File: src/rtl/spi_master_multi_cs.sv
// SPI master with configurable word width, several active-low chip selects and
// multi-word transactions that keep the selected chip select low between words.
module spi_master_multi_cs #(
    parameter int SPI_MODE          = 0,
    parameter int WORD_WIDTH        = 8,
    parameter int CLKS_PER_HALF_BIT = 4,
    parameter int NUM_CS            = 2,
    parameter int MAX_WORDS         = 4,
    parameter int CS_INACTIVE_CLKS  = 2,
    localparam int CNT_W            = $clog2(MAX_WORDS + 1),
    localparam int CS_W             = (NUM_CS > 1) ? $clog2(NUM_CS) : 1
) (
    input  logic                  i_clk,
    input  logic                  i_rst,
    input  logic [CNT_W-1:0]      i_TX_Count,
    input  logic [CS_W-1:0]       i_CS_Sel,
    input  logic [WORD_WIDTH-1:0] i_TX_Word,
    input  logic                  i_TX_DV,
    output logic                  o_TX_Ready,
    output logic                  o_RX_DV,
    output logic [WORD_WIDTH-1:0] o_RX_Word,
    output logic [CNT_W-1:0]      o_RX_Count,
    output logic                  o_SPI_clk,
    input  logic                  i_SPI_MISO,
    output logic                  o_SPI_MOSI,
    output logic [NUM_CS-1:0]     o_SPI_CS_n
);

    localparam bit CPOL    = ((SPI_MODE / 2) % 2) == 1;
    localparam bit CPHA    = (SPI_MODE % 2) == 1;
    localparam int EDGES   = 2 * WORD_WIDTH;
    localparam int EDGE_W  = $clog2(EDGES + 1);
    localparam int TMR_MAX = (CLKS_PER_HALF_BIT > CS_INACTIVE_CLKS) ? CLKS_PER_HALF_BIT : CS_INACTIVE_CLKS;
    localparam int TMR_W   = $clog2(TMR_MAX + 1);

    typedef enum logic [2:0] {IDLE, CS_SETUP, XFER, WAIT_WORD, CS_HOLD, CS_GAP} state_t;

    state_t                state, state_nxt;
    logic [TMR_W-1:0]      tmr, tmr_nxt;
    logic [EDGE_W-1:0]     edge_cnt;
    logic [CNT_W-1:0]      words_left, word_idx;
    logic [CS_W-1:0]       sel;
    logic [WORD_WIDTH-1:0] tx_shift, rx_shift;
    logic                  accept, first_accept, do_edge, word_done;
    logic                  leading, shift_out, sample;

    // i_TX_Count of 0 means one word; larger than MAX_WORDS clips to MAX_WORDS.
    function automatic logic [CNT_W-1:0] words_total(input logic [CNT_W-1:0] c);
        if (c == '0)                     return CNT_W'(1);
        else if (c > CNT_W'(MAX_WORDS))  return CNT_W'(MAX_WORDS);
        else                             return c;
    endfunction

    // Out-of-range selects drive no line low; the transfer still runs.
    function automatic logic [NUM_CS-1:0] cs_lines(input state_t s, input logic [CS_W-1:0] idx);
        logic [NUM_CS-1:0] v;
        v = '1;
        if (s == CS_SETUP || s == XFER || s == WAIT_WORD || s == CS_HOLD)
            for (int i = 0; i < NUM_CS; i++)
                if (idx == CS_W'(i)) v[i] = 1'b0;
        return v;
    endfunction

    assign accept    = i_TX_DV & o_TX_Ready;
    assign leading   = ~edge_cnt[0];
    assign shift_out = do_edge & (CPHA ? leading : ~leading);
    assign sample    = do_edge & (CPHA ? ~leading : leading);

    // Next-state and per-cycle control strobes.
    always_comb begin
        state_nxt    = state;
        tmr_nxt      = tmr + 1'b1;
        first_accept = 1'b0;
        do_edge      = 1'b0;
        word_done    = 1'b0;
        case (state)
            IDLE: begin
                tmr_nxt = '0;
                if (accept) begin
                    first_accept = 1'b1;
                    state_nxt    = CS_SETUP;
                end
            end
            CS_SETUP: begin
                // Preload the half-bit timer so the first SCLK edge follows one cycle later.
                if (tmr == TMR_W'(CLKS_PER_HALF_BIT - 1)) begin
                    state_nxt = XFER;
                    tmr_nxt   = TMR_W'(CLKS_PER_HALF_BIT - 1);
                end
            end
            XFER: begin
                if (edge_cnt == EDGE_W'(EDGES)) begin
                    word_done = 1'b1;
                    tmr_nxt   = '0;
                    state_nxt = (words_left == '0) ? CS_HOLD : WAIT_WORD;
                end else if (tmr == TMR_W'(CLKS_PER_HALF_BIT - 1)) begin
                    do_edge = 1'b1;
                    tmr_nxt = '0;
                end
            end
            WAIT_WORD: begin
                tmr_nxt = '0;
                if (accept) state_nxt = XFER;
            end
            CS_HOLD: begin
                if (tmr == TMR_W'(CLKS_PER_HALF_BIT - 1)) begin
                    state_nxt = CS_GAP;
                    tmr_nxt   = '0;
                end
            end
            CS_GAP: begin
                if (tmr == TMR_W'(CS_INACTIVE_CLKS - 1)) begin
                    state_nxt = IDLE;
                    tmr_nxt   = '0;
                end
            end
            default: state_nxt = IDLE;
        endcase
    end

    // State register and all externally visible control/status outputs.
    always_ff @(posedge i_clk or posedge i_rst) begin
        if (i_rst) begin
            state      <= IDLE;
            tmr        <= '0;
            edge_cnt   <= '0;
            words_left <= '0;
            word_idx   <= '0;
            sel        <= '0;
            o_TX_Ready <= 1'b0;
            o_RX_DV    <= 1'b0;
            o_RX_Word  <= '0;
            o_RX_Count <= '0;
            o_SPI_clk  <= CPOL;
            o_SPI_MOSI <= 1'b0;
            o_SPI_CS_n <= '1;
        end else begin
            state      <= state_nxt;
            tmr        <= tmr_nxt;
            o_TX_Ready <= (state_nxt == IDLE) || (state_nxt == WAIT_WORD);
            o_RX_DV    <= word_done;
            o_SPI_CS_n <= cs_lines(state_nxt, first_accept ? i_CS_Sel : sel);
            if (first_accept) begin
                sel        <= i_CS_Sel;
                words_left <= words_total(i_TX_Count) - 1'b1;
                word_idx   <= '0;
            end else if (accept) begin
                words_left <= words_left - 1'b1;
            end
            if (accept)       edge_cnt <= '0;
            else if (do_edge) edge_cnt <= edge_cnt + 1'b1;
            if (do_edge) o_SPI_clk <= ~o_SPI_clk;
            if (accept && !CPHA) o_SPI_MOSI <= i_TX_Word[WORD_WIDTH-1];
            else if (shift_out)  o_SPI_MOSI <= tx_shift[WORD_WIDTH-1];
            if (word_done) begin
                o_RX_Word  <= rx_shift;
                o_RX_Count <= word_idx;
                word_idx   <= word_idx + 1'b1;
            end
        end
    end

    // Serial shift registers; fully rewritten every word, so they need no reset.
    always_ff @(posedge i_clk) begin
        if (accept)         tx_shift <= CPHA ? i_TX_Word : {i_TX_Word[WORD_WIDTH-2:0], 1'b0};
        else if (shift_out) tx_shift <= {tx_shift[WORD_WIDTH-2:0], 1'b0};
        if (sample)         rx_shift <= {rx_shift[WORD_WIDTH-2:0], i_SPI_MISO};
    end

endmodule

File: config.mk
export PLATFORM = sky130hd
export DESIGN_NAME = spi_master_multi_cs
export DESIGN_NICKNAME = d
export VERILOG_FILES = /design/src/rtl/spi_master_multi_cs.sv
export SDC_FILE = /design/constraint.sdc
export NUM_CORES = 1
export LEC_CHECK = 0
export ABC_CLOCK_PERIOD_IN_PS = 2200
export CAP_MARGIN = 20
export CELL_PAD_IN_SITES_DETAIL_PLACEMENT = 1
export CELL_PAD_IN_SITES_GLOBAL_PLACEMENT = 2
export CORE_MARGIN = 2
export CORE_UTILIZATION = 35
export DETAILED_ROUTE_END_ITERATION = 10
export PLACE_DENSITY = 0.85
export SLEW_MARGIN = 30
export SYNTH_ARGS = -nofsm -noshare
export SYNTH_HDL_FRONTEND = slang
export SYNTH_SLANG_ARGS = --single-unit
File: constraint.sdc
create_clock -name i_clk -period 2.2 [get_ports i_clk]
set_input_delay 0.44 -clock i_clk [delete_from_list [all_inputs] [get_ports i_clk]]
set_output_delay 0.44 -clock i_clk [all_outputs]
set_load 0.1 [all_outputs]
==> run_results.csv <==
group,metric,value,unit
status,status,"completed",
synth,syn_inst,195,
sta,period_needed,1.98,ns
sta,relSlewSlack,70.2,%
floorplan,fp.dieArea,0.00712,mm2
sta,post-route-worst-setup-slack,0.225,ns
synth,synth_fp_nets,219,
floorplan,io_pins,33,
clock_network,hold_buffers,0,
final_layout,area_delta_synth_final,22.1,%
global_routing,grt_overflow,0,
sta,skew,0.00559,ns
synth,ys_top_cells_by_area,"dfrtp_1 37%, edfxtp_1 20%, mux2_2 6.5%",
clock_network,cts_tree,"done",
synth,syn_area,0.00226,mm2
worst_setup_path,reg2reg_from,"state[2]$_DFF_PP0_",
worst_setup_path,r2r_end,"words_left[2]$_DFFE_PP0P_",
worst_hold_path,min_path_type,"reg -> reg",
final_layout,multi_input_area,862,um2
clock_network,cts_buffer_depth,2,
pwr,p_total,3.34,mW
floorplan,fp.dieH,84.4,um
sta,worstMarginPinSlew,0.447,ns
synth,synth_top_cell_area_share,36.5,%
floorplan,row_count,29,
drt,wl,4.49,mm
floorplan,core,0.00631,mm2
worst_setup_path,crit_required,2.43,ns
synth,synth_seq_area_share,58.7,%
synth,ys.warnings.count,0,
placed_design,numPortBuffers,32,
floorplan,die_w,84.4,um
worst_setup_path,critPathKind,"in -> reg",
final_layout,drive_gt1_share,23.2,%
worst_hold_path,hold_path.startpoint,"rx_shift[3]$_DFFE_PP_",
global_routing,grt_pass1_wl,7.74,mm
synth,ys_ff_latch,50,
final_layout,regArea,0.00133,mm2
synth,netlist-cell-type-count,40,
clock_network,cts_setup_buffers,0,
final_layout,fin_area,0.00276,mm2
clock_network,clk_pin_slew,0.10,ns
sta,finalHoldViolCount,0,
synth,netlist_top_cells_count,"36 x nand2_1, 33 x dfrtp_1, 15 x edfxtp_1",
clock_network,clock-sinks,50,
synth,synth_edf_count,15,
drt,via_per_inst,4.90,
synth,syn_area_per_cell,11.6,um2
worst_setup_path,r2r_cells,8,
drt,initialDrtViolationCount,80,
drt,drtAntennaViolNets,0,
synth,yosys_most_used_dff,"dfrtp_1",
clock_network,clkLatencyLatePin,0.31,ns
pwr,peakVddDrop,570,uV
worst_setup_path,worstPathMaxFanout,5,
pwr,p_leak,1.24,nW
drt,vias,1540,
global_routing,grt_pass1_vias,1655,
worst_setup_path,critPathArrivalTime,2.21,ns
placed_design,dp_worst_setup_slack,-0.0621,ns
synth,yosysMostFrequentCell,"nand2_1",
worst_setup_path,reg2reg_slack,0.27,ns
sta,finalCritPeriodShare,89.8,%
final_layout,final_net_count,260,
placed_design,routabilityCongestion,0.794,
sta,setup_viol,0,
placed_design,placed_area,0.00267,mm2
clock_network,htreeDepth,2,
final_layout,n_fill_cell,710,
run,maxCapViolations,0,
synth,async_flop_share,70.0,%
global_routing,grtUsageTotal,13.7,%
synth,yosysTopAreaCell,"dfrtp_1",
worst_hold_path,hold_path_end,"rx_shift[4]$_DFFE_PP_",
sta,timing.fmax,506,MHz
sta,grt_setup_unrepaired,"no",
worst_hold_path,whs_path_depth,0,
worst_setup_path,crit_path_end_kind,"flop",
sta,maxSlewViolCount,0,
placed_design,hpwl,3.29,mm
clock_network,cts_resized,0,
final_layout,fin_cells,314,
floorplan,start_util,35.8,%
final_layout,antennaDiodeCount,0,
placed_design,place_inst,306,
pwr,power_density,1210,mW/mm2
drt,dr.pass1.iters,4,
drt,wl_per_cell,14.3,um
clock_network,cts_root_buf,"clkbuf_8",
global_routing,antenna_found_initial,0,
worst_setup_path,cp-start-kind,"primary input",
sta,setup-tns-final,0,ns
clock_network,numCtsBuffers,5,
global_routing,grt_max_degree,36,
drt,drc,0,
-- critical path: stages --
cell and delay (ns):
clkdlybuf4s50_1 0.50, and2_1 0.15, nand3b_1 0.14, buf_4 0.19, a21oi_1 0.21, ha_1 0.24, o21a_1 0.13, o32ai_1 0.07
a21oi_1 0.14
-- flip-flops by register name (all words and copies together), names as in the netlist --
name and flops:
sel 1, o_SPI_MOSI 1, o_SPI_clk 1, tmr 3, word_idx 3, rx_shift 8
edge_cnt 5, state 3, o_RX_Word 8, words_left 3, o_RX_Count 3, o_TX_Ready 1
tx_shift 7, o_RX_DV 1, o_SPI_CS_n 2
-- cells by family (layout without fill, tap and decap cells) --
logic type               count (synthesis)  in the layout  synth area share, %
AO/OA/AOI/OAI                           30             30                 7.85
AND/OR/NAND/NOR                         69             69                 15.7
multiplexers                            17             17                 8.24
adder cells (fa/ha/maj)                  8              8                 4.42
flip-flops                              50             50                 58.7
buffers and inverters                   16             58                 3.15
XOR/XNOR                                 5              5                 1.94
-- layer usage --
| metal | vias up | part of all wire [%] | GRT usage, % | wire, um |
|---|---|---|---|---|
| met1 | 746 | 46 | 17.4 | 2090 |
| met4 | 0 | 1.6 | 5.92 | 70 |
| met5 | - | 0 | 0 | 0 |
| li1 | 753 | - | - | - |
| met3 | 7 | 3.9 | 3.34 | 175 |
| met2 | 34 | 48 | 22.5 | 2160 |
-- per-stage QoR --
stage | util [%] | hold slack [ns]
floorplan | - | 0.420
global placement | 42.3 | 0.425
detailed placement | 42.3 | 0.440
CTS | 43.7 | 0.459
global route | 43.7 | 0.479
finish | 43.7 | 0.460
-- power breakdown --
| group | internal (mW) | total [mW] | switching (mW) |
|---|---|---|---|
| Clock | 0.230 | 0.550 | 0.320 |
| Combinational | 0.419 | 1.44 | 1.02 |
| Sequential | 1.19 | 1.35 | 0.158 |
| Total | 1.84 | 3.34 | 1.50 |
-- final cells by class --
class,count,area share (%)
clock buffer,5,2.49
clock inverter,3,0.906
inverter,9,1.22
multi-input combinational,129,31.2
sequential,50,48.2
tap,77,3.49
timing repair buffer,41,12.5
-- how the worst max path moves through the flow --
stage | cells past startpoint | slack, ns | to | start
3_3_place_gp | 9 | 0.02 | words_left[2]$_DFFE_PP0P_ | i_TX_DV
3_5_place_dp | 9 | -0.06 | words_left[2]$_DFFE_PP0P_ | i_TX_DV
6_report | 9 | 0.22 | words_left[2]$_DFFE_PP0P_ | i_TX_DV
2_1_floorplan | 9 | 0.04 | words_left[2]$_DFFE_PP0P_ | o_TX_Ready$_DFF_PP0_
4_1_cts | 9 | 0.23 | words_left[2]$_DFFE_PP0P_ | i_TX_DV
5_1_grt | 9 | 0.09 | words_left[2]$_DFFE_PP0P_ | i_TX_DV
-- layout by cell type, fill, tap and decap left out, types with 3 or more instances in the layout --
cell type and count:
a21oi_1 13, and3_1 3, buf_4 26, clkbuf_8 5, clkdlybuf4s50_1 15, dfrtp_1 32
edfxtp_1 15, ha_1 8, inv_1 9, mux2_2 13, mux2i_1 4, nand2_1 36
nor2_1 11, nor3_1 3, o21ai_0 8, xor2_1 4
Power figures use the tool's default switching activity.
